**src/rtl/ram_loader.sv**
```systemverilog
// ram_loader: streams bytes from a valid/ready source into the SAP-U program RAM.
// Writes go to consecutive addresses starting at 0. Each byte is written
// with an accept / setup / strobe / hold sequence. An optional readback pass then
// sums the RAM contents and compares the result with the sum of the bytes loaded.
//
// Ports:
//   clk, clear_n      clock (rising edge), async active-low reset
//   start, length     begin a load of `length` bytes (0 = none, clamps to depth)
//   in_data/in_valid/in_ready   byte stream handshake
//   ram_rdata         RAM read data for the readback pass
//   prog_mode         RAM input-path select (PROG_SEL while loading)
//   dipswitch_addr/dipswitch_data/write_enable/output_enable   RAM bus
//   busy, done, error status: busy outside IDLE, done 1-cycle pulse, sticky error
module ram_loader #(
    parameter int unsigned ADDR_WIDTH = 4,
    parameter int unsigned DATA_WIDTH = 8,
    parameter int unsigned WE_CYCLES  = 1,
    parameter bit          VERIFY     = 1'b1,
    parameter bit          PROG_SEL   = 1'b0
) (
    input  logic                  clk,
    input  logic                  clear_n,
    input  logic                  start,
    input  logic [ADDR_WIDTH:0]   length,
    input  logic [DATA_WIDTH-1:0] in_data,
    input  logic                  in_valid,
    output logic                  in_ready,
    input  logic [DATA_WIDTH-1:0] ram_rdata,
    output logic                  prog_mode,
    output logic [ADDR_WIDTH-1:0] dipswitch_addr,
    output logic [DATA_WIDTH-1:0] dipswitch_data,
    output logic                  write_enable,
    output logic                  output_enable,
    output logic                  busy,
    output logic                  done,
    output logic                  error
);
    localparam int unsigned         WE_W    = (WE_CYCLES > 1) ? $clog2(WE_CYCLES) : 1;
    localparam logic [ADDR_WIDTH:0] DEPTH   = {1'b1, {ADDR_WIDTH{1'b0}}};
    localparam logic [WE_W-1:0]     WE_LAST = WE_W'(WE_CYCLES - 1);

    typedef enum logic [3:0] {
        IDLE, LOAD_WAIT, SETUP, WRITE, HOLD,
        RD_SETUP, RD_SAMPLE, CHECK, FINISH, FINISH_ERR
    } state_t;

    state_t                state;
    logic [ADDR_WIDTH-1:0] count;
    logic [ADDR_WIDTH-1:0] last_idx;
    logic [WE_W-1:0]       we_cnt;
    logic [DATA_WIDTH-1:0] wsum;
    logic [DATA_WIDTH-1:0] rsum;

    // Outputs are assigned together with the state they belong to, so each one
    // is a register that already reflects the state being entered.
    always_ff @(posedge clk or negedge clear_n) begin
        if (!clear_n) begin
            state          <= IDLE;
            in_ready       <= 1'b0;
            write_enable   <= 1'b0;
            output_enable  <= 1'b0;
            busy           <= 1'b0;
            done           <= 1'b0;
            error          <= 1'b0;
            prog_mode      <= ~PROG_SEL;
            dipswitch_addr <= '0;
            dipswitch_data <= '0;
            count          <= '0;
            last_idx       <= '0;
            we_cnt         <= '0;
            wsum           <= '0;
            rsum           <= '0;
        end else begin
            done <= 1'b0;
            case (state)
                IDLE: begin
                    if (start) begin
                        if (length == '0) begin
                            done <= 1'b1;
                        end else begin
                            // Oversized lengths load the whole RAM, never wrap.
                            last_idx       <= (length >= DEPTH) ? '1
                                                                : ADDR_WIDTH'(length - 1'b1);
                            error          <= 1'b0;
                            wsum           <= '0;
                            rsum           <= '0;
                            count          <= '0;
                            dipswitch_addr <= '0;
                            prog_mode      <= PROG_SEL;
                            busy           <= 1'b1;
                            in_ready       <= 1'b1;
                            state          <= LOAD_WAIT;
                        end
                    end
                end
                LOAD_WAIT: begin
                    if (in_valid) begin
                        dipswitch_data <= in_data;
                        wsum           <= wsum + in_data;
                        in_ready       <= 1'b0;
                        state          <= SETUP;
                    end
                end
                SETUP: begin
                    write_enable <= 1'b1;
                    we_cnt       <= '0;
                    state        <= WRITE;
                end
                WRITE: begin
                    if (we_cnt == WE_LAST) begin
                        write_enable <= 1'b0;
                        state        <= HOLD;
                    end else begin
                        we_cnt <= we_cnt + 1'b1;
                    end
                end
                HOLD: begin
                    if (count == last_idx) begin
                        if (VERIFY) begin
                            dipswitch_addr <= '0;
                            output_enable  <= 1'b1;
                            state          <= RD_SETUP;
                        end else begin
                            done      <= 1'b1;
                            prog_mode <= ~PROG_SEL;
                            state     <= FINISH;
                        end
                    end else begin
                        dipswitch_addr <= dipswitch_addr + 1'b1;
                        count          <= count + 1'b1;
                        in_ready       <= 1'b1;
                        state          <= LOAD_WAIT;
                    end
                end
                RD_SETUP: begin
                    state <= RD_SAMPLE;
                end
                RD_SAMPLE: begin
                    rsum <= rsum + ram_rdata;
                    if (dipswitch_addr == last_idx) begin
                        output_enable <= 1'b0;
                        state         <= CHECK;
                    end else begin
                        dipswitch_addr <= dipswitch_addr + 1'b1;
                        state          <= RD_SETUP;
                    end
                end
                CHECK: begin
                    prog_mode <= ~PROG_SEL;
                    if (rsum == wsum) begin
                        done  <= 1'b1;
                        state <= FINISH;
                    end else begin
                        error <= 1'b1;
                        state <= FINISH_ERR;
                    end
                end
                FINISH, FINISH_ERR: begin
                    busy  <= 1'b0;
                    state <= IDLE;
                end
                default: begin
                    in_ready      <= 1'b0;
                    write_enable  <= 1'b0;
                    output_enable <= 1'b0;
                    busy          <= 1'b0;
                    prog_mode     <= ~PROG_SEL;
                    state         <= IDLE;
                end
            endcase
        end
    end

endmodule
```
**config.mk**
```make
export PLATFORM = sky130hd
export DESIGN_NAME = ram_loader
export DESIGN_NICKNAME = d
export VERILOG_FILES = /design/src/rtl/ram_loader.sv
export SDC_FILE = /design/constraint.sdc
export NUM_CORES = 1
export LEC_CHECK = 0
export CAP_MARGIN = 20
export CORE_ASPECT_RATIO = 0.9
export CORE_MARGIN = 1
export CORE_UTILIZATION = 50
export DETAILED_ROUTE_END_ITERATION = 7
export PLACE_DENSITY = 0.74
export SYNTH_ARGS = -nofsm -noshare
export SYNTH_HDL_FRONTEND = slang
export SYNTH_SLANG_ARGS = --single-unit
export TNS_END_PERCENT = 50
```
**constraint.sdc**
```tcl
create_clock -name clk -period 4.9 [get_ports clk]
set_input_delay 0.98 -clock clk [delete_from_list [all_inputs] [get_ports clk]]
set_output_delay 0.98 -clock clk [all_outputs]
set_load 0.03 [all_outputs]
```
== Word level (Yosys, flattened, before mapping) ==
Index checks and enable logic that the tools add are counted.
Word-level totals
  flip-flop bits (word level): 48
  output and inout bits: 19
  logic and storage cells: 118
Cells by class
  $add $sub $neg: 6
  $lt $le $gt $ge: 1
  equal/unequal tests: 21
  muxes and demuxes: 43
  bitwise logic cells: 6
  reduce and logical (&&, ||, !) cells: 26
Operators with widths (number)
  4-bit 2-to-1 mux: 10
  4-bit case mux with 8 select lines: 1
  8-bit case mux with 2 select lines: 2
  8-bit 2-to-1 mux: 3
  8-bit OR reduction: 3
  4-bit AND reduction: 5
  2-bit != test, second input constant: 9
  8-bit adder: 2
  4-bit by 3-bit equality test with 1-bit output, second input constant: 4
  1-bit 2-to-1 mux: 15
  3-bit AND reduction: 5
  7-bit OR reduction: 2
  4-bit case mux with 3 select lines: 1
  1-bit case mux with 2 select lines: 5
  2-bit nonzero test: 5
  4-bit by 1-bit adder with 4-bit output, second input constant: 2
  4-bit by 2-bit equality test with 1-bit output, second input constant: 2
  4-bit equality test: 2
  4-bit equality test, second input constant: 2
  8-bit equality test: 1
  4-bit case mux with 2 select lines: 1
  1-bit NOT: 6
  1-bit case mux with 3 select lines: 2
  5-bit greater-or-equal comparator, second input constant: 1
  11 further kinds: 12

== Longest topological paths before layout ==
Gate-level depths: netlist (run 1).
  depth after elaboration: 4
  mapped depth: 9
  depth with buffers taken out: 7

== Worst setup path before layout (run 1) ==
OpenSTA, ideal clock, no wires.
  path kind: input-to-reg
  start point: input port length[0]
  end point: register dipswitch_addr[2]
  setup time: 126 ps
  data arrival time: 2388 ps
  required time: 4774 ps
  slack: 2386 ps
  stages: 9
  path buffers: 2
  cells stage by stage: inv_1 -> ha_1 -> or4b_1 -> buf_2 -> and3_1 -> buf_6 -> o221ai_1 -> xor2_1 -> nor2_1
Between the ends
  cells in the longest elaborated chain, start to end: 3
RTL lines
  from (decl): line 24  | input logic [ADDR_WIDTH:0] length,
  5-bit zero test: line 78  | if (length == '0) begin
  2-bit != test (no line)
  4-bit AND reduction (no line)
  to (signal assigned): line 129  | dipswitch_addr <= dipswitch_addr + 1'b1;
  to (signal assigned): line 144  | dipswitch_addr <= dipswitch_addr + 1'b1;
  to (decl): line 30  | output logic [ADDR_WIDTH-1:0] dipswitch_addr,
No other way between the ends.
A chain may end at the register's enable or synchronous reset.

== Worst setup path in the final report (run 1) ==
  start point: input port length[0]
  end point: register dipswitch_addr[3]
The elaborated chain is that of the path after synthesis.

==> results of run 1 <==
==> worst max-delay path: stages <==
cell and delay [ns]:
clkdlybuf4s50_1 0.50, inv_1 0.07, ha_1 0.19, or4b_1 0.25
and3_1 0.53, o22ai_4 0.17, or3_1 0.38, a21oi_1 0.14
==> through the flow <==
step	utilization	power [mW]	setup WS (ns)	area, µm²	hold slack [ns]
final	0.641	1.94	1.94	3430	0.504
after global placement	0.615	1.61	1.70	3290	0.484
after global routing	0.641	2.08	1.78	3430	0.511
after detailed placement	0.615	1.64	1.62	3290	0.487
after CTS	0.637	1.95	1.95	3410	0.505
after floorplan	-	1.36	2.39	2820	0.468
==> report_power, final <==
group          switching (mW)  total (mW)  internal [mW]  leakage (nW)
clock                   0.133       0.298          0.165        0.0612
sequential              0.170       0.705          0.535         0.591
combinational           0.492       0.932          0.440         0.911
total                   0.794        1.94           1.14          1.56
==> layout make-up <==
cell class / instances / area [µm²]
clock buffer: 6 / 82.6
fill: 456 / 1920
timing repair buffer: 45 / 453
inverter: 8 / 30.0
tap: 67 / 83.8
multi-input combinational: 219 / 1570
sequential: 47 / 1180
clock inverter: 2 / 35.0
==> layer usage <==
layer	vias up	global-route usage
met5	-	0
met2	57	0.327
li1	1118	-
met1	1094	0.333
met3	4	0.0484
met4	0	0.0655
==> logic make-up (layout without fill, tap and decap cells) <==
logic type,count (synthesis),count (layout),synth area share
simple gates,93,93,0.168
compound gates,67,67,0.162
flops,47,47,0.417
xor+xnor,27,27,0.0838
fa+ha+maj,20,20,0.0941
buf+inv,18,61,0.0284
mux,12,12,0.0466
==> registers in the layout, indices dropped and copies added, names as in the netlist <==
| signal | cells |
|---|---|
| busy | 1 |
| error | 1 |
| last_idx | 4 |
| write_enable | 1 |
| prog_mode | 1 |
| in_ready | 1 |
| output_enable | 1 |
| wsum | 8 |
| count | 4 |
| rsum | 8 |
| state | 4 |
| dipswitch_data | 8 |
| dipswitch_addr | 4 |
| done | 1 |
==> cell usage in the layout, fill, tap and decap left out, types with 3 or more instances in the layout <==
master,instances
a21o_1,7
a21oi_1,13
a22o_1,7
a31oi_1,7
and3_1,4
clkbuf_8,6
clkdlybuf4s50_1,42
dfrtp_1,46
ha_1,18
inv_1,8
mux2_2,9
mux2i_1,3
nand2_1,25
nand3_1,18
nor2_1,15
nor2b_1,3
nor3_1,4
nor3b_1,4
nor4_1,3
o21a_1,3
o21ai_0,14
or3_1,5
xnor2_1,10
xor2_1,17
==> path summary, 6_finish.rpt <==
check | end | from | slack (ns)
max in group asynchronous | state[0]$_DFFE_PN0P_ | clear_n | 3.82
worst max-delay path | dipswitch_addr[3]$_DFFE_PN0P_ | length[0] | 1.94
worst min-delay path | error$_DFFE_PN0P_ | error$_DFFE_PN0P_ | 0.50
min in group asynchronous | wsum[6]$_DFFE_PN0P_ | clear_n | 0.59
worst max register to register | rsum[7]$_DFFE_PN0P_ | state[2]$_DFFE_PN0P_ | 2.54
worst min register to register | error$_DFFE_PN0P_ | error$_DFFE_PN0P_ | 0.50
==> impl_metrics.tcl, run 1 <==
set metrics [dict create \
    synthTopCellsByCount "46 x dfrtp_1, 25 x nand2_1, 18 x ha_1, 18 x nand3_1, 17 x xor2_1" \
    die_height_um 73.3 \
    final_cells 394 \
    peakVddDrop_v 0.000340 \
    cap_violations 0 \
    synth_nets 329 \
    met2_length_um 2580 \
    rsz0062_at_grt "no" \
    ys.flop_type "dfrtp_1" \
    grt_max_degree 48 \
    start_util 0.527 \
    clockBufferDepth 2 \
    synth_seq_cells 47 \
    clock_skew_ns 0.00969 \
    dr_wl_met3_um 266 \
    clk_latency_ns 0.31 \
    setup_viol 0 \
    ys_seq_area_frac 0.417 \
    period_share 0.605 \
    hp-class "reg -> reg" \
    cp.arrival_ns 3.20 \
    via_per_inst 5.77 \
    finalNetCount 371 \
    routabilityCongestion 0.793 \
    cts_resized 0 \
    yosysMostFrequentCell "dfrtp_1" \
    rr_worst_depth 4 \
    syn-mean-instance-area_um2 9.93 \
    port-buffer-count 43 \
    layout-drive-gt1-share 0.0795 \
    grt_usage 0.224 \
    grt_pass1_vias 2159 \
    drt_iter0_drc 122 \
    grt_pass1_wl_um 10100 \
    synth_top_cell_by_area "dfrtp_1" \
    criticalPathCategory "in -> reg" \
    max_slew_margin 0.444 \
    ys_warn_count 0 \
    start_kind "input pin" \
    yosysUniqueCellTypes 47 \
    routedWlPerCell_um 14.9 \
    dieArea_um2 5950 \
    wl_met1_um 2950 \
    fmax_mhz 337 \
    overflow 0 \
    drt_wl_total_um 5850 \
    ys_top_cells_by_area "dfrtp_1 41%, ha_1 8.0%, xor2_1 5.3%, mux2_2 3.6%, nand2_1 3.3%" \
    tritoncts "done" \
    cp-end-kind "register" \
    dpl.hpwl_um 4340 \
    cts_hold_buffers 0 \
    syn_area_um2 2820 \
    yosys.area.top_type_share 0.408 \
    cts.clk_slew.worst_paths_ns 0.09 \
    worst_slew_pin_slew_ns 0.827 \
    pin_count 44 \
    status "completed" \
    highest_layer "met4" \
    cts-root-buf "clkbuf_8" \
    power_leakage_nw 1.56 \
    first_pass_iters 4 \
    numClockSinks 47 \
    hold_viol 0 \
    die_w_um 81.2 \
    via_count 2273 \
    drtAntennaViolNets 0 \
    postCtsSetupRepairBufs 0 \
    core_um2 5350 \
    fin_setup_tns_ns 0 \
    slew_viol_final 0 \
    synth-edff-count 0 \
    finalCriticalPeriod_ns 2.96 \
    holdPathStages 2 \
    place.detailed.instances 385 \
    h-tree-depth 2 \
    area_growth_pct 21.6 \
    async_flop_share 1.00 \
    synthCells 284 \
    drc 0 \
    cp_max_fo 14 \
    powerDensity_nw_per_um2 564 \
    worstPathRequired_ns 5.14 \
    numCtsBuffers 5 \
    grt_antenna_before_repair 0 \
    row_count 25 \
    n_antenna_cell 0 \
]
(Power assumes the default switching activity.)
==> run 2: changes to the inputs <==
- CORE_UTILIZATION: 50 -> 49
- PLACE_DENSITY: 0.74 -> 0.76
- clock period: 4.9 -> 2.45 ns (I/O delays scaled with it)
==> run 2 against run 1 <==
Sequential share of layout area is 0.81 points lower. Design area is 2.4% higher. Die area is 2.0% higher. Routed wire length is 1.7% higher. Critical endpoint is now wsum[6]$_DFFE_PN0P_. Largest power group unchanged.
==> impl_metrics.tcl, run 2 (synthesis results as in run 1) <==
set metrics [dict create \
    status "completed" \
    cts_resized 0 \
    routedWlPerCell_um 14.6 \
    cp_max_fo 2 \
    fin_util 0.649 \
    power.share.clock 0.127 \
    grt_antenna_before_repair 0 \
    grt_pass1_wl_um 9780 \
    drt_iter0_drc 136 \
    port-buffer-count 43 \
    worst_slew_pin_slew_ns 0.600 \
    final_cell_area_um2 3510 \
    drtAntennaViolNets 0 \
    worstPathRequired_ns 2.64 \
    start_util 0.521 \
    clockBufferDepth 2 \
    peakVddDrop_v 0.000826 \
    final_common_cell "dfrtp_1" \
    cap_violations 0 \
    criticalPathCategory "in -> reg" \
    hold_viol 0 \
    drt_wl_total_um 5950 \
    die_w_um 82.0 \
    via_count 2268 \
    clock_skew_ns 0.00386 \
    postCtsSetupRepairBufs 0 \
    core_um2 5410 \
    power.total_mw 3.87 \
    sw_frac_of_total 0.416 \
    clk_latency_ns 0.30 \
    p_int_mw 2.26 \
    cts.clk_slew.worst_paths_ns 0.09 \
    cts-root-buf "clkbuf_8" \
    slew_viol_final 0 \
    tritoncts "done" \
    worst_slack_ns 0.283 \
    pin_count 44 \
    cp.arrival_ns 2.35 \
    p_seq_frac 0.365 \
    grt_max_degree 28 \
    switching_power_mw 1.61 \
    finalCriticalPeriod_ns 2.17 \
    setup_viol 0 \
    period_share 0.884 \
    grt_usage 0.214 \
    cts_hold_buffers 0 \
    power_frac_comb 0.508 \
    rsz0062_at_grt "no" \
    grt_pass1_vias 2074 \
    first_pass_iters 4 \
    area_growth_pct 24.5 \
    routabilityCongestion 0.804 \
    hp-class "in -> async" \
    overflow 0 \
    final_cells 408 \
    powerDensity_nw_per_um2 1100 \
    layout-drive-gt1-share 0.114 \
    n_antenna_cell 0 \
    dieArea_um2 6060 \
    reg_top3 "dipswitch_data x8, rsum x8, wsum x8" \
    final_cell_mix "46 x dfrtp_1, 42 x clkdlybuf4s50_1, 25 x nand2_1, 18 x nand3_1, 18 x ha_1" \
    numCtsBuffers 5 \
    via_per_inst 5.56 \
    place_area_um2 3420 \
    dpl.hpwl_um 4570 \
    fmax_mhz 461 \
    row_count 25 \
    power_leakage_nw 1.62 \
    max_slew_margin 0.600 \
    cp-end-kind "register" \
    die_height_um 74.0 \
    h-tree-depth 2 \
    place.detailed.instances 400 \
    start_kind "input pin" \
    finalNetCount 385 \
    drc 0 \
    numClockSinks 47 \
    pre_cts_ws_ns -0.0477 \
]
-- run 2: cell count changes in the layout (fill, tap and decap cells not counted) --
cell | previous run | this run
buf_4 | 1 | 15
bufinv_16 | 1 | 0
clkbuf_1 | 0 | 1
clkinv_2 | 1 | 0
clkinv_4 | 0 | 1
-- run 2: power by group through the flow --
| stage | combinational [mW] | sequential [mW] | clock, mW |
|---|---|---|---|
| 4_1_cts | 1.97 | 1.41 | 0.507 |
| 3_5_place_dp | 1.96 | 1.42 | 0 |
| 3_3_place_gp | 1.90 | 1.41 | 0 |
| 5_1_grt | 2.15 | 1.45 | 0.543 |
| 2_1_floorplan | 1.19 | 1.53 | 0 |
| 6_report | 1.96 | 1.41 | 0.491 |
-- run 2: worst max-delay path: stages --
cell             delay [ns]
clkdlybuf4s50_1        0.43
ha_1                   0.25
fa_1                   0.39
a21o_1                 0.17
a21o_1                 0.19
a21oi_1                0.20
nand4bb_1              0.16
nand3_1                0.07
-- run 2: final cells by class --
type	instances	area, µm²
timing repair buffer	59	558
clock inverter	1	8.76
multi-input combinational	219	1570
sequential	47	1180
tap	67	83.8
fill	423	1900
inverter	8	30.0
clock buffer	7	86.3
-- run 2: final timing paths --
| check | startpoint | endpoint | slack [ns] | cells past startpoint |
|---|---|---|---|---|
| worst max-delay path | in_data[0] | wsum[6]$_DFFE_PN0P_ | 0.28 | 8 |
| worst min-delay path | clear_n | count[1]$_DFFE_PN0P_ | 0.19 | 1 |
| worst max register to register | rsum[0]$_DFFE_PN0P_ | rsum[6]$_DFFE_PN0P_ | 0.46 | 7 |
| worst min register to register | error$_DFFE_PN0P_ | error$_DFFE_PN0P_ | 0.50 | 2 |
| max in group asynchronous | clear_n | dipswitch_data[3]$_DFFE_PN0P_ | 1.67 | 2 |
| min in group clk | error$_DFFE_PN0P_ | error$_DFFE_PN0P_ | 0.50 | 2 |
-- run 2: through the flow --
| step | setup TNS, ns | hold WS (ns) |
|---|---|---|
| finish | 0 | 0.190 |
| detailed placement | -0.0860 | 0.488 |
| CTS | 0 | 0.203 |
| floorplan | 0 | 0.194 |
| global placement | 0 | 0.475 |
| global route | 0 | 0.229 |
-- run 2: metal layers --
layer,vias up,share of wire,track usage
li1,1149,-,-
met1,1059,0.51,0.319
met2,52,0.44,0.309
met3,8,0.041,0.0393
met4,0,0.014,0.0780
met5,-,0,0
==> run 3: changes to the inputs <==
- CORE_UTILIZATION: 49 -> 30
- PLACE_DENSITY: 0.76 -> 0.5
==> run 3 against run 2 <==
Clock skew increased by 0.0040 ns. Critical path depth unchanged. Sequential share of layout area decreased by 1.4 points. Clock power increased by 39%. Die area increased by 62%. Total power increased by 5.4%. Worst hold slack improved by 0.087 ns. Worst setup slack got worse by 0.050 ns. First-iteration DRC count decreased by 32%. Design area increased by 4.2%. Utilization decreased by 25 points.
==> impl_metrics.tcl, run 3 (synthesis results as in run 1) <==
set metrics [dict create \
    layout-drive-gt1-share 0.130 \
    dieArea_um2 9790 \
    via_count 2260 \
    peakVddDrop_v 0.000581 \
    routedWlPerCell_um 13.5 \
    grt_pass1_vias 2209 \
    crit_path_max_incr_delay_ns 0.47 \
    rr_worst_depth 7 \
    status "completed" \
    n_fill_cell 926 \
    highest_layer "met4" \
    p_int_mw 2.45 \
    clock_skew_ns 0.00787 \
    start_kind "input pin" \
    row_count 33 \
    cts.clk_slew.worst_paths_ns 0.09 \
    reg2reg_slack_ns 0.48 \
    path_delay_family "compound AO/OA/AOI/OAI gates" \
    start_util 0.309 \
    cts-root-buf "clkbuf_8" \
    powerDensity_nw_per_um2 1110 \
    pin_count 44 \
    wl_met1_um 3360 \
    hp-class "in -> async" \
    reg_top3 "dipswitch_data x8, rsum x8, wsum x8" \
    numCtsBuffers 5 \
    criticalPathCategory "in -> reg" \
    critPathBufInv 2 \
    tritoncts "done" \
    hold_viol 0 \
    cp-startpoint "length[0]" \
    cts_hold_buffers 0 \
    port-buffer-count 43 \
    worst_slew_pin_slew_ns 0.619 \
    pre_cts_ws_ns -0.0720 \
    register_area_um2 1180 \
    clk_latency_ns 0.31 \
    postCtsSetupRepairBufs 0 \
    r2r_end "rsum[6]$_DFFE_PN0P_" \
    fin_setup_tns_ns 0 \
    crit_path_end "count[3]$_DFFE_PN0P_" \
    crit_slowest_cell "clkdlybuf4s50_1" \
    max_slew_margin 0.587 \
    worst_slack_ns 0.233 \
    h-tree-depth 2 \
    area_growth_pct 29.8 \
    clockBufferDepth 2 \
    worstPathCellList "clkdlybuf4s50_1 > inv_1 > ha_1 > or4b_1 > a21oi_1 > a211o_1 > or3_1 > a21oi_1" \
    core_um2 9130 \
    met2_length_um 2690 \
    grt_usage 0.141 \
    cap_violations 0 \
    via_per_inst 4.83 \
    drc 0 \
    cp-end-kind "register" \
    setup_viol 0 \
    n_antenna_cell 0 \
    die_w_um 104 \
    p_seq_frac 0.345 \
    drtAntennaViolNets 0 \
    power_leakage_nw 1.66 \
    numClockSinks 47 \
    dpl.hpwl_um 4720 \
    cts_resized 0 \
    fmax_mhz 451 \
    switching_power_mw 1.62 \
    finalNetCount 390 \
    drt_wl_total_um 6320 \
    cp_max_fo 5 \
    grt_max_degree 48 \
    grt_pass1_wl_um 10900 \
    slew_viol_final 0 \
    rsz0062_at_grt "no" \
    timing.rr.start "rsum[0]$_DFFE_PN0P_" \
    final_cell_mix "46 x dfrtp_1, 42 x clkdlybuf4s50_1, 25 x nand2_1, 20 x buf_4" \
    power_frac_comb 0.487 \
    grt_antenna_before_repair 0 \
    drt_iter0_drc 93 \
    worstPathRequired_ns 2.67 \
    overflow 0 \
    first_pass_iters 7 \
    cp_common_cell "a21oi_1" \
    cp.arrival_ns 2.44 \
    die_height_um 94.0 \
    period_share 0.905 \
    power.share.clock 0.168 \
    sw_frac_of_total 0.398 \
    finalCriticalPeriod_ns 2.22 \
    path_depth 8 \
    dr_wl_met3_um 196 \
    final_common_cell "dfrtp_1" \
    routabilityCongestion 0.746 \
    multi_input_area_um2 1570 \
]
## run 3: cell count changes in the layout (fill, tap and decap cells not counted), sizes merged
cell,delta
bufinv,+2
clkinv,-1
clkbuf,-2
clkinvlp,+1
buf,+5
## run 3: final cells by class
class                           instances  area share
Tap cell                              122      0.0417
Clock buffer                            5      0.0188
Multi-Input combinational cell        219       0.428
Clock inverter                          3      0.0185
Timing Repair Buffer                   64       0.163
Sequential cell                        47       0.322
Inverter                                8     0.00821
## run 3: layer usage
metal / vias up / track usage
met5: - / 0
met3: 6 / 0.0222
met4: 0 / 0.0429
met1: 1059 / 0.198
li1: 1163 / -
met2: 32 / 0.222
## run 3: how the worst min path moves through the flow
| stage | end | slack [ns] |
|---|---|---|
| 6_report | rsum[0]$_DFFE_PN0P_ | 0.28 |
| 5_1_grt | rsum[0]$_DFFE_PN0P_ | 0.33 |
| 4_1_cts | dipswitch_data[0]$_DFFE_PN0P_ | 0.30 |
| 3_5_place_dp | dipswitch_data[6]$_DFFE_PN0P_ | 0.50 |
| 3_3_place_gp | dipswitch_data[3]$_DFFE_PN0P_ | 0.49 |
| 2_1_floorplan | busy$_DFFE_PN0P_ | 0.19 |
## run 3: power groups by stage
stage	logic [mW]	clock network, mW	registers, mW
final	1.99	0.683	1.41
after detailed placement	1.99	0	1.42
after CTS	2.00	0.706	1.41
after global placement	1.97	0	1.43
after global routing	2.22	0.735	1.46
after floorplan	1.19	0	1.53
## run 3: per-stage QoR
step / util / hold WS [ns] / cell area (µm²) / power, mW / std cells
floorplan: - / 0.194 / 2820 / 2.72 / 284
global placement: 0.386 / 0.489 / 3520 / 3.40 / 460
detailed placement: 0.386 / 0.495 / 3520 / 3.41 / 460
CTS: 0.401 / 0.299 / 3660 / 4.12 / 468
global route: 0.401 / 0.328 / 3660 / 4.42 / 468
finish: 0.401 / 0.277 / 3660 / 4.08 / 468
## run 3: worst register-to-register path: cells and delay by family (launching register included)
kind | cells | cell delay, ns
AO/OA/AOI/OAI | 3 | 0.52
adder cells (fa/ha/maj) | 2 | 0.62
flip-flops | 1 | 0.43
multiplexers | 1 | 0.20
AND/OR/NAND/NOR | 1 | 0.09
==> edit: new RTL, flow settings as in run 2 <==
`VERIFY`: 1'b1 -> 1'b0.
--- a/src/rtl/ram_loader.sv
+++ b/src/rtl/ram_loader.sv
@@ -17,3 +17,3 @@
     parameter int unsigned WE_CYCLES  = 1,
-    parameter bit          VERIFY     = 1'b1,
+    parameter bit          VERIFY     = 1'b0,
     parameter bit          PROG_SEL   = 1'b0
Behaviour: not the same (Yosys sat finds a counterexample within 10 cycles, from zero or initial values).
==> edit against run 2 <==
- cell area increased by 2.5%
- die area is 4.0% higher
- power grew 9.5%
- wire length rose by 7.0%
- count of clock-buffer cells in the layout is the same
- hold slack got worse by 0.034 ns
- critical path depth shrank 1
- sequential cell count is 1 lower
- sequential share of layout area shrank 1.5 points
- setup slack worse by 0.064 ns
- area after synthesis up 4.1%
- critical path type unchanged
- largest power group unchanged
==> edit: results (changes against run 2) <==
Run status:
- The run finished with clean final reports.

Timing:
- The final worst clock skew came to 0.01488 ns (+0.01103 ns).
- The slew at the pin with the worst max-slew slack is 0.5509 ns (-0.04936 ns).
- The tightest hold margin came to 0.1563 ns (-0.03400 ns).

Route:
- The length of routed met3 wiring is 255 um (+4.9%).
- The number of violations reported at the end of detailed-routing iteration 0 is 152 (+12%).
- The routed via count is 2392 (+5.5%).
- The overall routed net length is 6367 um (+7.0%).
- The wire length the detailed router placed on met1 was 2979 um (-1.6%).
- The detailed route wirelength on metal2 is 3065 um (+18%).

Die:
- The die area came to 6304 um2 (+4.0%).

Synth:
- The post-synthesis net count came to 358 (+8.8%).
- Ranked by total cell area, the synthesized netlist is headed by dfrtp_1 38%, ha_1 7.7%, nand2_1 6.5%.
- Ranked by instance count, the synthesized netlist is headed by 51 x nand2_1, 45 x dfrtp_1, 20 x a21oi_1, 18 x ha_1, 17 x xor2_1.
- The number of unique standard cell types used by synthesis is 58 (+23%).
- The post-synthesis adder-cell area fraction is 9.037% (-0.37 points).
- The synthesized-area fraction occupied by ao, oa, aoi and oai cells is 15.77% (-0.42 points).

Place:
- The final weighted congestion in routability-driven placement was 0.8545 (+6.3%).
- The post-placement worst setup slack is -0.07128 ns (-0.02359 ns).
- The HPWL reported at the end of detailed placement was 4785 um (+4.6%).
- The number of I/O port buffers is 42 (-2.3%).

Global route:
- The overall fraction of global-route tracks in use is 21.20% (-0.19 points).
- The met1 track demand over resource is 27.59% (-4.3 points).
- The met2 demand-to-capacity share in global routing is 37.04% (+6.1 points).
- The met3 usage is 4.334% (+0.41 points).
- The maximum number of pins on one net before global-route repair is 26 (-7.1%).

Worst setup path:
- The worst flop-to-flop path endpoint is wsum[6].
- The register-to-register setup slack was 0.43 ns (-0.03 ns).
- The worst endpoint data arrival time is 2.44 ns (+0.09 ns).
- The worst register-to-register path begins at wsum[0].

Finish:
- The count of nets after finishing is 413 (+7.3%).
- The share of post-route cells with drive strength above 1 is 11.11% (-0.33 points).

Power and ir drop:
- The leakage power total is 1.705 nW (+5.3%).
## edit: cell count changes after synthesis, moves of 4 or more
cell	change
o21ai_1	+7
a21oi_1	+7
mux2_2	-9
or3_1	-4
nand2_1	+26
o21ai_0	-11
## edit: critical path, delay by kind of cell
| kind | cells | cell delay (ns) |
|---|---|---|
| AO/OA/AOI/OAI | 3 | 0.63 |
| adder cells (fa/ha/maj) | 1 | 0.35 |
| buffers and inverters | 1 | 0.43 |
| AND/OR/NAND/NOR | 2 | 0.53 |
## edit: worst max path at each step
| stage | start | end | slack [ns] | cells after the start |
|---|---|---|---|---|
| after CTS | in_data[2] | wsum[7] | 0.24 | 7 |
| after detailed placement | in_data[0] | wsum[6] | -0.07 | 8 |
| final | in_data[2] | wsum[7] | 0.22 | 7 |
| after global placement | in_data[2] | wsum[7] | -0.08 | 7 |
| after floorplan | in_data[0] | wsum[6] | 0.44 | 7 |
| after global routing | in_data[2] | wsum[7] | 0.08 | 7 |
## edit: area by class of cell
cell class                      count  area [um2]
Clock buffer                        7       86.33
Clock inverter                      1       5.005
Fill cell                         489        2126
Inverter                           13       48.80
Multi-Input combinational cell    241        1649
Sequential cell                    46        1152
Tap cell                           70       87.58
Timing Repair Buffer               61       570.5
## edit: through the flow
stage	instance area (um2)	std cells	total power, W	setup TNS, ns
detailed placement	3508	431	0.003760	-0.2089
CTS	3600	439	0.004261	0
finish	3600	439	0.004233	0
floorplan	2935	313	0.003048	0
global placement	3508	431	0.003687	-0.1084
global route	3600	439	0.004584	0
## edit: power by group
group	internal [W]	switching, W
combinational	0.00107	0.00124
clock	0.000228	0.000258
sequential	0.00107	0.000364
total	0.00237	0.00186
